$ cat src/rtl/aer_event_sender_if.sv
// Bundle of the producer-side push port, the AER link and the status/control
// signals of aer_event_sender. The slave modport is the sender's own view; the
// master modport is the view of whatever drives it (the producer plus the
// downstream receiver).
interface aer_event_sender_if #(
  parameter int AW = 10
);
  timeunit 1ns;
  timeprecision 1ps;

  // Producer side
  logic          ENABLE;
  logic          IN_VALID;
  logic [AW-1:0] IN_ADDR;
  logic          IN_READY;

  // AER link towards the receiver
  logic [AW-1:0] AERIN_ADDR;
  logic          AERIN_REQ;
  logic          AERIN_ACK;

  // Status and control
  logic          BUSY;
  logic          EMPTY;
  logic [15:0]   SENT_CNT;
  logic          TIMEOUT_ERR;
  logic          CLR_ERR;

  modport slave (
    input  ENABLE, IN_VALID, IN_ADDR, AERIN_ACK, CLR_ERR,
    output IN_READY, AERIN_ADDR, AERIN_REQ, BUSY, EMPTY, SENT_CNT, TIMEOUT_ERR
  );

  modport master (
    output ENABLE, IN_VALID, IN_ADDR, AERIN_ACK, CLR_ERR,
    input  IN_READY, AERIN_ADDR, AERIN_REQ, BUSY, EMPTY, SENT_CNT, TIMEOUT_ERR
  );
endinterface

$ cat src/rtl/aer_event_sender.sv
// AER event sender: queues neuron event addresses in a small FIFO and emits
// them one at a time over a 4-phase REQ/ACK handshake. The address is set up
// SETUP_CYC cycles before REQ rises, REQ is held HOLD_CYC cycles after the
// synchronised ACK is seen, and each ACK wait is bounded by TIMEOUT_CYC
// (0 = wait forever). A timed-out event is dropped and flagged.
module aer_event_sender #(
  parameter int M           = 8,
  parameter int DEPTH       = 16,
  parameter int SETUP_CYC   = 5,
  parameter int HOLD_CYC    = 5,
  parameter int TIMEOUT_CYC = 1024
) (
  input  logic              CLK,
  input  logic              RST,
  aer_event_sender_if.slave bus
);
  timeunit 1ns;
  timeprecision 1ps;

  localparam int AW = M + 2;
  localparam int PW = $clog2(DEPTH);

  // Counter compare points. The counter reads 0 in the first cycle of a
  // state, so "N cycles elapsed" is the cycle in which it reads N-1.
  localparam logic [15:0] SETUP_LIM = 16'(SETUP_CYC - 1);
  localparam logic [15:0] HOLD_LIM  = 16'(HOLD_CYC - 1);
  localparam bit          TO_EN     = (TIMEOUT_CYC > 0);
  // Timeouts beyond the 16-bit counter range clamp to its saturation value.
  localparam logic [15:0] TO_LIM    = (TIMEOUT_CYC > 65536) ? 16'hFFFF :
                                      (TIMEOUT_CYC > 0)     ? 16'(TIMEOUT_CYC - 1) :
                                                              16'h0000;
  localparam logic [PW:0] PTR_ONE   = (PW + 1)'(1);

  typedef enum logic [2:0] {
    IDLE     = 3'd0,
    SETUP    = 3'd1,
    WAIT_ACK = 3'd2,
    HOLD     = 3'd3,
    WAIT_REL = 3'd4
  } state_t;

  // ---------------------------------------------------------------------
  // State
  // ---------------------------------------------------------------------
  state_t         state_q, state_d;
  logic [15:0]    cnt_q, cnt_d;
  logic           req_q, req_d;
  logic [AW-1:0]  addr_q, addr_d;
  logic [15:0]    sent_q, sent_d;
  logic           err_q, err_d;
  logic           ack_meta_q, ack_meta_d;
  logic           ack_s_q, ack_s_d;
  logic [PW:0]    wr_ptr_q, wr_ptr_d;
  logic [PW:0]    rd_ptr_q, rd_ptr_d;
  logic [AW-1:0]  mem [DEPTH];

  // ---------------------------------------------------------------------
  // Combinational helpers
  // ---------------------------------------------------------------------
  logic           fifo_empty;
  logic           fifo_full;
  logic           push;
  logic           pop;
  logic           to_set;
  logic [PW-1:0]  wr_idx;
  logic [PW-1:0]  rd_idx;

  assign wr_idx     = wr_ptr_q[PW-1:0];
  assign rd_idx     = rd_ptr_q[PW-1:0];
  // Pointers carry one extra wrap bit so full and empty are distinguishable.
  assign fifo_empty = (wr_ptr_q == rd_ptr_q);
  assign fifo_full  = (wr_ptr_q[PW] != rd_ptr_q[PW]) &&
                      (wr_ptr_q[PW-1:0] == rd_ptr_q[PW-1:0]);
  // A push while full is dropped simply because IN_READY is low then.
  assign push       = bus.IN_VALID && !fifo_full;

  // Two-flop synchronizer: ACK comes from another timing domain.
  always_comb begin
    ack_meta_d = bus.AERIN_ACK;
    ack_s_d    = ack_meta_q;
  end

  // Handshake FSM: next state, REQ/address outputs, pop and completion count.
  always_comb begin
    state_d = state_q;
    req_d   = req_q;
    addr_d  = addr_q;
    sent_d  = sent_q;
    pop     = 1'b0;
    to_set  = 1'b0;
    case (state_q)
      IDLE: begin
        // A receiver still holding ACK from an earlier exchange blocks the
        // next event; ENABLE only gates starting a new one.
        if (bus.ENABLE && !fifo_empty && !ack_s_q) begin
          pop     = 1'b1;
          addr_d  = mem[rd_idx];
          state_d = SETUP;
        end
      end
      SETUP: begin
        if (cnt_q >= SETUP_LIM) begin
          req_d   = 1'b1;
          state_d = WAIT_ACK;
        end
      end
      WAIT_ACK: begin
        if (ack_s_q) begin
          state_d = HOLD;
        end else if (TO_EN && (cnt_q >= TO_LIM)) begin
          req_d   = 1'b0;
          to_set  = 1'b1;
          state_d = IDLE;
        end
      end
      HOLD: begin
        if (cnt_q >= HOLD_LIM) begin
          req_d   = 1'b0;
          state_d = WAIT_REL;
        end
      end
      WAIT_REL: begin
        if (!ack_s_q) begin
          sent_d  = sent_q + 16'd1;
          state_d = IDLE;
        end else if (TO_EN && (cnt_q >= TO_LIM)) begin
          to_set  = 1'b1;
          state_d = IDLE;
        end
      end
      default: begin
        req_d   = 1'b0;
        state_d = IDLE;
      end
    endcase
  end

  // Per-state cycle counter: restarts on every state change, saturates at max.
  always_comb begin
    cnt_d = cnt_q;
    if (state_d != state_q) begin
      cnt_d = 16'd0;
    end else if (cnt_q != 16'hFFFF) begin
      cnt_d = cnt_q + 16'd1;
    end
  end

  // Sticky timeout flag; a new timeout wins over a simultaneous clear.
  always_comb begin
    err_d = err_q;
    if (to_set) begin
      err_d = 1'b1;
    end else if (bus.CLR_ERR) begin
      err_d = 1'b0;
    end
  end

  // FIFO pointer advance; push and pop in the same cycle leave the level alone.
  always_comb begin
    wr_ptr_d = wr_ptr_q;
    rd_ptr_d = rd_ptr_q;
    if (push) begin
      wr_ptr_d = wr_ptr_q + PTR_ONE;
    end
    if (pop) begin
      rd_ptr_d = rd_ptr_q + PTR_ONE;
    end
  end

  // FIFO storage write port; contents need no reset, the pointers define them.
  always_ff @(posedge CLK) begin
    if (push) begin
      mem[wr_idx] <= bus.IN_ADDR;
    end
  end

  // FSM state register.
  always_ff @(posedge CLK) begin
    if (RST) begin
      state_q <= IDLE;
    end else begin
      state_q <= state_d;
    end
  end

  // Datapath, synchronizer, FIFO pointer and status registers.
  always_ff @(posedge CLK) begin
    if (RST) begin
      cnt_q      <= 16'd0;
      req_q      <= 1'b0;
      addr_q     <= '0;
      sent_q     <= 16'd0;
      err_q      <= 1'b0;
      ack_meta_q <= 1'b0;
      ack_s_q    <= 1'b0;
      wr_ptr_q   <= '0;
      rd_ptr_q   <= '0;
    end else begin
      cnt_q      <= cnt_d;
      req_q      <= req_d;
      addr_q     <= addr_d;
      sent_q     <= sent_d;
      err_q      <= err_d;
      ack_meta_q <= ack_meta_d;
      ack_s_q    <= ack_s_d;
      wr_ptr_q   <= wr_ptr_d;
      rd_ptr_q   <= rd_ptr_d;
    end
  end

  // ---------------------------------------------------------------------
  // Outputs: all straight from registers or the FIFO pointer compare
  // ---------------------------------------------------------------------
  assign bus.IN_READY    = !fifo_full;
  assign bus.AERIN_ADDR  = addr_q;
  assign bus.AERIN_REQ   = req_q;
  assign bus.BUSY        = (state_q != IDLE);
  assign bus.EMPTY       = fifo_empty;
  assign bus.SENT_CNT    = sent_q;
  assign bus.TIMEOUT_ERR = err_q;

endmodule

$ cat src/flat_wrapper.sv
// flat-port wrapper written by rule: the top's interface ports become plain ports
module aer_event_sender_flat 
#(
  parameter int M           = 8,
  parameter int DEPTH       = 16,
  parameter int SETUP_CYC   = 5,
  parameter int HOLD_CYC    = 5,
  parameter int TIMEOUT_CYC = 1024
)
  (CLK, RST, bus_ENABLE, bus_IN_VALID, bus_IN_ADDR, bus_AERIN_ACK, bus_CLR_ERR, bus_IN_READY, bus_AERIN_ADDR, bus_AERIN_REQ, bus_BUSY, bus_EMPTY, bus_SENT_CNT, bus_TIMEOUT_ERR);
  aer_event_sender_if #(.AW((M + 2))) bus_i ();
  input  logic CLK;
  input  logic RST;
  input wire logic [$bits(bus_i.ENABLE)-1:0] bus_ENABLE;
  input wire logic [$bits(bus_i.IN_VALID)-1:0] bus_IN_VALID;
  input wire logic [$bits(bus_i.IN_ADDR)-1:0] bus_IN_ADDR;
  input wire logic [$bits(bus_i.AERIN_ACK)-1:0] bus_AERIN_ACK;
  input wire logic [$bits(bus_i.CLR_ERR)-1:0] bus_CLR_ERR;
  output wire logic [$bits(bus_i.IN_READY)-1:0] bus_IN_READY;
  output wire logic [$bits(bus_i.AERIN_ADDR)-1:0] bus_AERIN_ADDR;
  output wire logic [$bits(bus_i.AERIN_REQ)-1:0] bus_AERIN_REQ;
  output wire logic [$bits(bus_i.BUSY)-1:0] bus_BUSY;
  output wire logic [$bits(bus_i.EMPTY)-1:0] bus_EMPTY;
  output wire logic [$bits(bus_i.SENT_CNT)-1:0] bus_SENT_CNT;
  output wire logic [$bits(bus_i.TIMEOUT_ERR)-1:0] bus_TIMEOUT_ERR;
  assign bus_i.ENABLE = bus_ENABLE;
  assign bus_i.IN_VALID = bus_IN_VALID;
  assign bus_i.IN_ADDR = bus_IN_ADDR;
  assign bus_i.AERIN_ACK = bus_AERIN_ACK;
  assign bus_i.CLR_ERR = bus_CLR_ERR;
  assign bus_IN_READY = bus_i.IN_READY;
  assign bus_AERIN_ADDR = bus_i.AERIN_ADDR;
  assign bus_AERIN_REQ = bus_i.AERIN_REQ;
  assign bus_BUSY = bus_i.BUSY;
  assign bus_EMPTY = bus_i.EMPTY;
  assign bus_SENT_CNT = bus_i.SENT_CNT;
  assign bus_TIMEOUT_ERR = bus_i.TIMEOUT_ERR;
  aer_event_sender #(.M(M), .DEPTH(DEPTH), .SETUP_CYC(SETUP_CYC), .HOLD_CYC(HOLD_CYC), .TIMEOUT_CYC(TIMEOUT_CYC)) u_core (.CLK(CLK), .RST(RST), .bus(bus_i));
endmodule
$ cat config.mk
export PLATFORM = sky130hd
export DESIGN_NAME = aer_event_sender_flat
export DESIGN_NICKNAME = d
export VERILOG_FILES = /design/src/rtl/aer_event_sender_if.sv /design/src/rtl/aer_event_sender.sv /design/src/flat_wrapper.sv
export SDC_FILE = /design/constraint.sdc
export NUM_CORES = 1
export LEC_CHECK = 0
export BUFFER_PORTS_ARGS = -buffer_cell sky130_fd_sc_hd__buf_2
export CAP_MARGIN = 0
export CORE_MARGIN = 2
export CORE_UTILIZATION = 50
export CTS_BUF_LIST = sky130_fd_sc_hd__clkbuf_2
export CTS_CLUSTER_DIAMETER = 80
export DETAILED_ROUTE_END_ITERATION = 10
export PLACE_DENSITY = 0.77
export SLEW_MARGIN = 5
export SYNTH_ARGS = -nofsm -noshare
export SYNTH_HDL_FRONTEND = slang
export SYNTH_SLANG_ARGS = --single-unit
$ cat constraint.sdc
create_clock -name CLK -period 7.6 [get_ports CLK]
set_clock_uncertainty 0.05 [all_clocks]
set_input_delay 1.14 -clock CLK [delete_from_list [all_inputs] [get_ports CLK]]
set_output_delay 1.14 -clock CLK [all_outputs]
set_load 0.03 [all_outputs]
After elaboration in Yosys (flattened, before gate mapping)
Memory sizes are Yosys's and may differ from the RTL's. A register that Yosys moved wholly into a read port is not among the register bits.
Cells that the tools add are included.
Storage, ports and cells
  register bits: 49
  RAM bits: 160
  input bits: 16
  output and inout port bits: 31
  word-level logic and storage cells: 68
  memories: 1
Cells by class
  add/sub/neg operators: 4
  order comparisons: 2
  equal/unequal tests: 13
  muxes and demuxes: 22
  bitwise operators: 2
  reductions and logical operators: 15
Memories
  u_core.mem: depth 16, bits a word 10, read ports 1, clocked after Yosys merged registers in 1, wr ports 1, line aer_event_sender.sv:55  | logic [AW-1:0] mem [DEPTH];
Operators by type and width (count)
  adder 16 x 1 -> 16 bit (second input constant): 2
  two-way mux 3 bit: 6
  greater-or-equal comparator 16 x 10 -> 1 bit (second input constant): 1
  greater-or-equal comparator 16 x 3 -> 1 bit (second input constant): 1
  != test 16 bit (second input constant): 1
  case mux 3 bit (5 select lines): 1
  two-way mux 1 bit: 13
  adder 5 x 1 -> 5 bit (second input constant): 2
  == test 3 x 2 -> 1 bit (second input constant): 2
  != test 2 x 1 -> 1 bit (second input constant): 3
  == test 5 bit: 1
  AND reduction 5 bit: 1
  == test 4 bit: 1
  logical AND 1 bit: 4
  case mux 1 bit (4 select lines): 1
  AND reduction 2 bit: 2
  OR reduction 2 bit: 2
  == test 3 x 1 -> 1 bit (second input constant): 1
  == test 3 bit (second input constant): 1
  logical NOT 1 bit: 3
  logical NOT 3 bit: 1
  != test 3 bit: 1
  nonzero test 3 bit: 1
  != test 2 bit (second input constant): 1
  other kinds (4): 5

Depth between registers and ports, before layout
  depth in word-level cells: 8
  gate-level depth with buffers: 8
  mapped depth without buffers: 6

Worst setup path after synthesis
No wires, ideal clock.
  path kind: input to register
  start: input port bus_IN_VALID
  end: memory u_core.mem[3][0] (enable)
  library setup time: 0.390 ns
  arrival time: 2.284 ns
  data required time: 7.160 ns
  setup slack: 4.877 ns
  stages on the path: 3
  path buffers: 0
  cell sequence: a21boi_2 nand2_1 nor3_1
On the way
  word-level cells in the longest chain between the ends: 3
Ends and longest elaborated chain
  from (decl): line flat_wrapper.sv:15  | input wire logic [$bits(bus_i.IN_VALID)-1:0] bus_IN_VALID;
  logical AND 1 bit: line aer_event_sender.sv:75  | assign push = bus.IN_VALID && !fifo_full;
  two-way mux 1 bit: line aer_event_sender.sv:172  | if (push) begin
  two-way mux 1 bit (not written as such): line aer_event_sender.sv:173  | mem[wr_idx] <= bus.IN_ADDR;
  to (decl): line aer_event_sender.sv:55
No other way between the ends.

Worst setup path in the final report
  start: register u_core.rd_ptr_q[0]
  end: output port bus_EMPTY
On the way
  word-level cells in the longest chain between the ends: 1
Ends and longest elaborated chain
  from (decl): line aer_event_sender.sv:54  | logic [PW:0] rd_ptr_q, rd_ptr_d;
  from (signal assigned): line aer_event_sender.sv:207  | rd_ptr_q <= rd_ptr_d;
  == test 5 bit: line aer_event_sender.sv:71  | assign fifo_empty = (wr_ptr_q == rd_ptr_q);
  to (decl): line flat_wrapper.sv:23  | output wire logic [$bits(bus_i.EMPTY)-1:0] bus_EMPTY;
No other way between the ends.

==> run metrics <==
height of the chip=138 µm; Adder-Cell Fraction of Synth Area=1.11%; XOR/XNOR Fraction of Synth Area=3.22%; static leakage=3.50 nW; peak supply drop=0.0930 mV; count of antenna-violating nets left after detailed routing=0; cell type group with the largest total delay on the critical path=buffers and inverters; Period Utilization, post-route=54.3%; highest cell delay on the worst timing path=0.65 ns; All-Layer GR Usage=18.9%; total overflow reported by the global router=0; Ys Warns=0; Post-synth ARST share=0%; fraction of the mapped netlist area in compound gates=4.08%; number of inserted filler cells in the final layout=1396; share of synthesized cell area in and, or, nand and nor gates=10.8%; classification of the worst-slack hold path=flop to flop; TNS Setup=0 ns; fraction of the yosys area taken by sequential cells=66.7%; share of layout cells above drive strength 1=27.7%; number of buffers on the longest clock path=3; relative slew slack=38.2%; Distinct cells, synth=59; cells traversed along the worst timing path=buf_4 -> xor2_1 -> nor4_4 -> and2_1 -> buf_2; Final setup viols=0; clock tree from TritonCTS=yes; Setup CP Type=flop to primary output; vias in the first global route=5415; IO Port Bufs=46; total of max-cap violations=0; vias after detailed routing=5295; hold buffer count at CTS=0; slowest library cell on the worst path=sky130_fd_sc_hd__buf_4; element type at the critical path start=flop; depth of the CTS H-tree=2; Cell Rows=49; Pwr Density=245 nW/µm²; Post-Place Cell Area=9380 µm²; first-iteration detailed-routing DRC count=443; average detailed-routed wire length per instance=19.5 µm; result of the run=finished clean; post-CTS setup buffer count=0; placed wire-length estimate after detailed placement=11400 µm; worst setup slack after layout=3.47 ns; Final Wtd Congestion=0.818; Register Area=5990 µm²; final critical path time including I/O delays and setup=4.13 ns; routed via count divided by cell count=5.69; Crit path buffers/inverters=2; main combinational cell family by area after synthesis=multiplexers; cell count after synthesis=589; clock edge transition at the registers on the reported setup and hold paths=0.12 ns; area added between synthesis and finish=10.3%; number of nets in the layout=687; Highest Clock Rate=242 MHz; clock sink count=219; area of the die=19000 µm²; starting density of the core=50.5%; unrepaired setup endpoints after global routing=false; Synth Cell Area=8980 µm²; area occupied by multi-input gates=2800 µm²; biggest fanout along the worst timing path=44; slew at the pin closest to its max-slew limit=0.919 ns; Post-Layout Inst Area=9910 µm²; number of synthesized flops with an enable pin=160; top_reg_cell synth=sky130_fd_sc_hd__edfxtp_1; first drt pass iteration count=5; endpoint type of the worst setup path=primary output; Boundary Pins=47; count of cells resized by post-cts repair=0; core region area=17800 µm²; clock latency of the later-clocked register in the worst-skew pair=0.83 ns; count of final max-slew check failures=0; mux share of post-synthesis cell area=12.0%; Mapped Nets=613; number of endpoints with negative hold slack in the final report=0; initial antenna violation count=1; pin count of the biggest net entering global routing=49; number of remaining DRC errors=0; WL final=18200 µm; width of the chip=138 µm; #FFs+latches synth=219; Worst Path Required=6.41 ns; placement-stage worst setup slack=4.25 ns; CTS Buf Count=52; global-route wire length before repair=28400 µm; root buffer selected by CTS=sky130_fd_sc_hd__clkbuf_2; CP arrival=2.94 ns; syn avg cell area=15.2 µm²
-- final timing paths --
kind	start	endpoint	slack (ns)	cells after the start
worst min-delay path	u_core.ack_meta_q	u_core.ack_s_q	0.41	1
worst max-delay path	u_core.rd_ptr_q[0]	bus_EMPTY	3.47	5
worst max register to register	u_core.rd_ptr_q[0]	u_core.mem[5][0]	4.52	5
worst min register to register	u_core.ack_meta_q	u_core.ack_s_q	0.41	1
-- layer usage --
layer / track usage, % / vias to the layer above / routed length (µm)
li1: - / 2429 / -
met1: 23.1 / 2659 / 7080
met3: 4.54 / 22 / 1340
met5: 0 / - / 0
met4: 6.12 / 0 / 282
met2: 33.5 / 185 / 9490
-- metrics by stage --
step	util [%]	hold WS, ns	std cells	total power (W)
floorplan	-	0.364	589	0.00157
global placement	52.8	0.384	838	0.00163
detailed placement	52.8	0.406	838	0.00164
CTS	55.7	0.427	930	0.00246
global route	55.7	0.453	931	0.00254
finish	55.7	0.410	931	0.00243
-- cell families (layout without fill, tap and decap cells) --
| logic type | Yosys count | count (layout) |
|---|---|---|
| AOI/OAI and AO/OA | 50 | 50 |
| xor gates and xnor gates | 33 | 33 |
| adders and majority gates | 8 | 8 |
| buffers and inverters | 41 | 153 |
| DFF | 219 | 219 |
| muxes | 57 | 57 |
| other | 0 | 1 |
| and+or+nand+nor | 181 | 181 |
-- power by group --
group	internal (W)	switching, W	leakage (nW)
clock	0.000369	0.000451	0.386
combinational	0.000121	0.000167	1.19
sequential	0.00131	0.0000180	1.92
total	0.00180	0.000636	3.50
-- registers in the layout, summed over array words and instances (netlist names) --
register                count
u_core.mem                160
u_core.bus.SENT_CNT        16
u_core.cnt_q               16
u_core.bus.AERIN_ADDR      10
u_core.rd_ptr_q             5
u_core.wr_ptr_q             5
u_core.state_q              3
u_core.ack_meta_q           1
u_core.ack_s_q              1
u_core.bus.AERIN_REQ        1
u_core.bus.TIMEOUT_ERR      1
-- Yosys cell counts, types with 2 or more instances --
cell / n / area [µm²]
sky130_fd_sc_hd__edfxtp_1: 160 / 4800
sky130_fd_sc_hd__dfxtp_1: 59 / 1180
sky130_fd_sc_hd__nor2_1: 59 / 221
sky130_fd_sc_hd__mux4_2: 40 / 901
sky130_fd_sc_hd__nand2_1: 30 / 113
sky130_fd_sc_hd__a22oi_1: 20 / 150
sky130_fd_sc_hd__and3_1: 18 / 113
sky130_fd_sc_hd__xnor2_1: 18 / 158
sky130_fd_sc_hd__clkbuf_1: 16 / 60.1
sky130_fd_sc_hd__xor2_1: 15 / 131
sky130_fd_sc_hd__mux2i_1: 13 / 130
sky130_fd_sc_hd__nor2b_1: 13 / 81.3
sky130_fd_sc_hd__nor3_1: 13 / 65.1
sky130_fd_sc_hd__nand3_1: 12 / 60.1
sky130_fd_sc_hd__a21oi_1: 11 / 55.1
sky130_fd_sc_hd__inv_1: 11 / 41.3
sky130_fd_sc_hd__buf_2: 8 / 40.0
sky130_fd_sc_hd__ha_1: 8 / 100
sky130_fd_sc_hd__nand4_1: 8 / 50.1
sky130_fd_sc_hd__nor4_1: 5 / 31.3
sky130_fd_sc_hd__o21ai_0: 4 / 20.0
sky130_fd_sc_hd__and2_1: 3 / 18.8
sky130_fd_sc_hd__buf_6: 3 / 33.8
sky130_fd_sc_hd__mux2_2: 3 / 33.8
sky130_fd_sc_hd__a31oi_1: 2 / 12.5
sky130_fd_sc_hd__nor3_2: 2 / 20.0
sky130_fd_sc_hd__nor4_4: 2 / 42.5
sky130_fd_sc_hd__or3_1: 2 / 12.5
-- placed cells by master (no fill, tap or decap), drive strengths merged, types with 2 or more instances in the layout --
cell type / count
and2: 3
mux2: 4
or3: 2
xor2: 15
a31oi: 2
buf: 50
xnor2: 18
clkinv: 13
ha: 8
and3: 18
a22oi: 20
nor2b: 13
a21oi: 13
mux4: 40
nand3b: 2
nor2: 59
nor4: 8
nand4: 9
bufinv: 3
mux2i: 13
inv: 12
nand3: 12
edfxtp: 160
o21ai: 4
or2: 2
dfxtp: 59
nor3: 15
clkbuf: 75
nand2: 30
-- cell type report --
| cell class | instances | share of cell area [%] |
|---|---|---|
| Multi-Input combinational cell | 329 | 28.3 |
| Inverter | 11 | 0.417 |
| Timing Repair Buffer | 50 | 2.63 |
| Sequential cell | 219 | 60.4 |
| Clock buffer | 75 | 3.79 |
| Clock inverter | 17 | 1.53 |
| Tap cell | 229 | 2.89 |
| Antenna cell | 1 | 0.0253 |
Note: power is estimated with default switching activity, not from simulation.
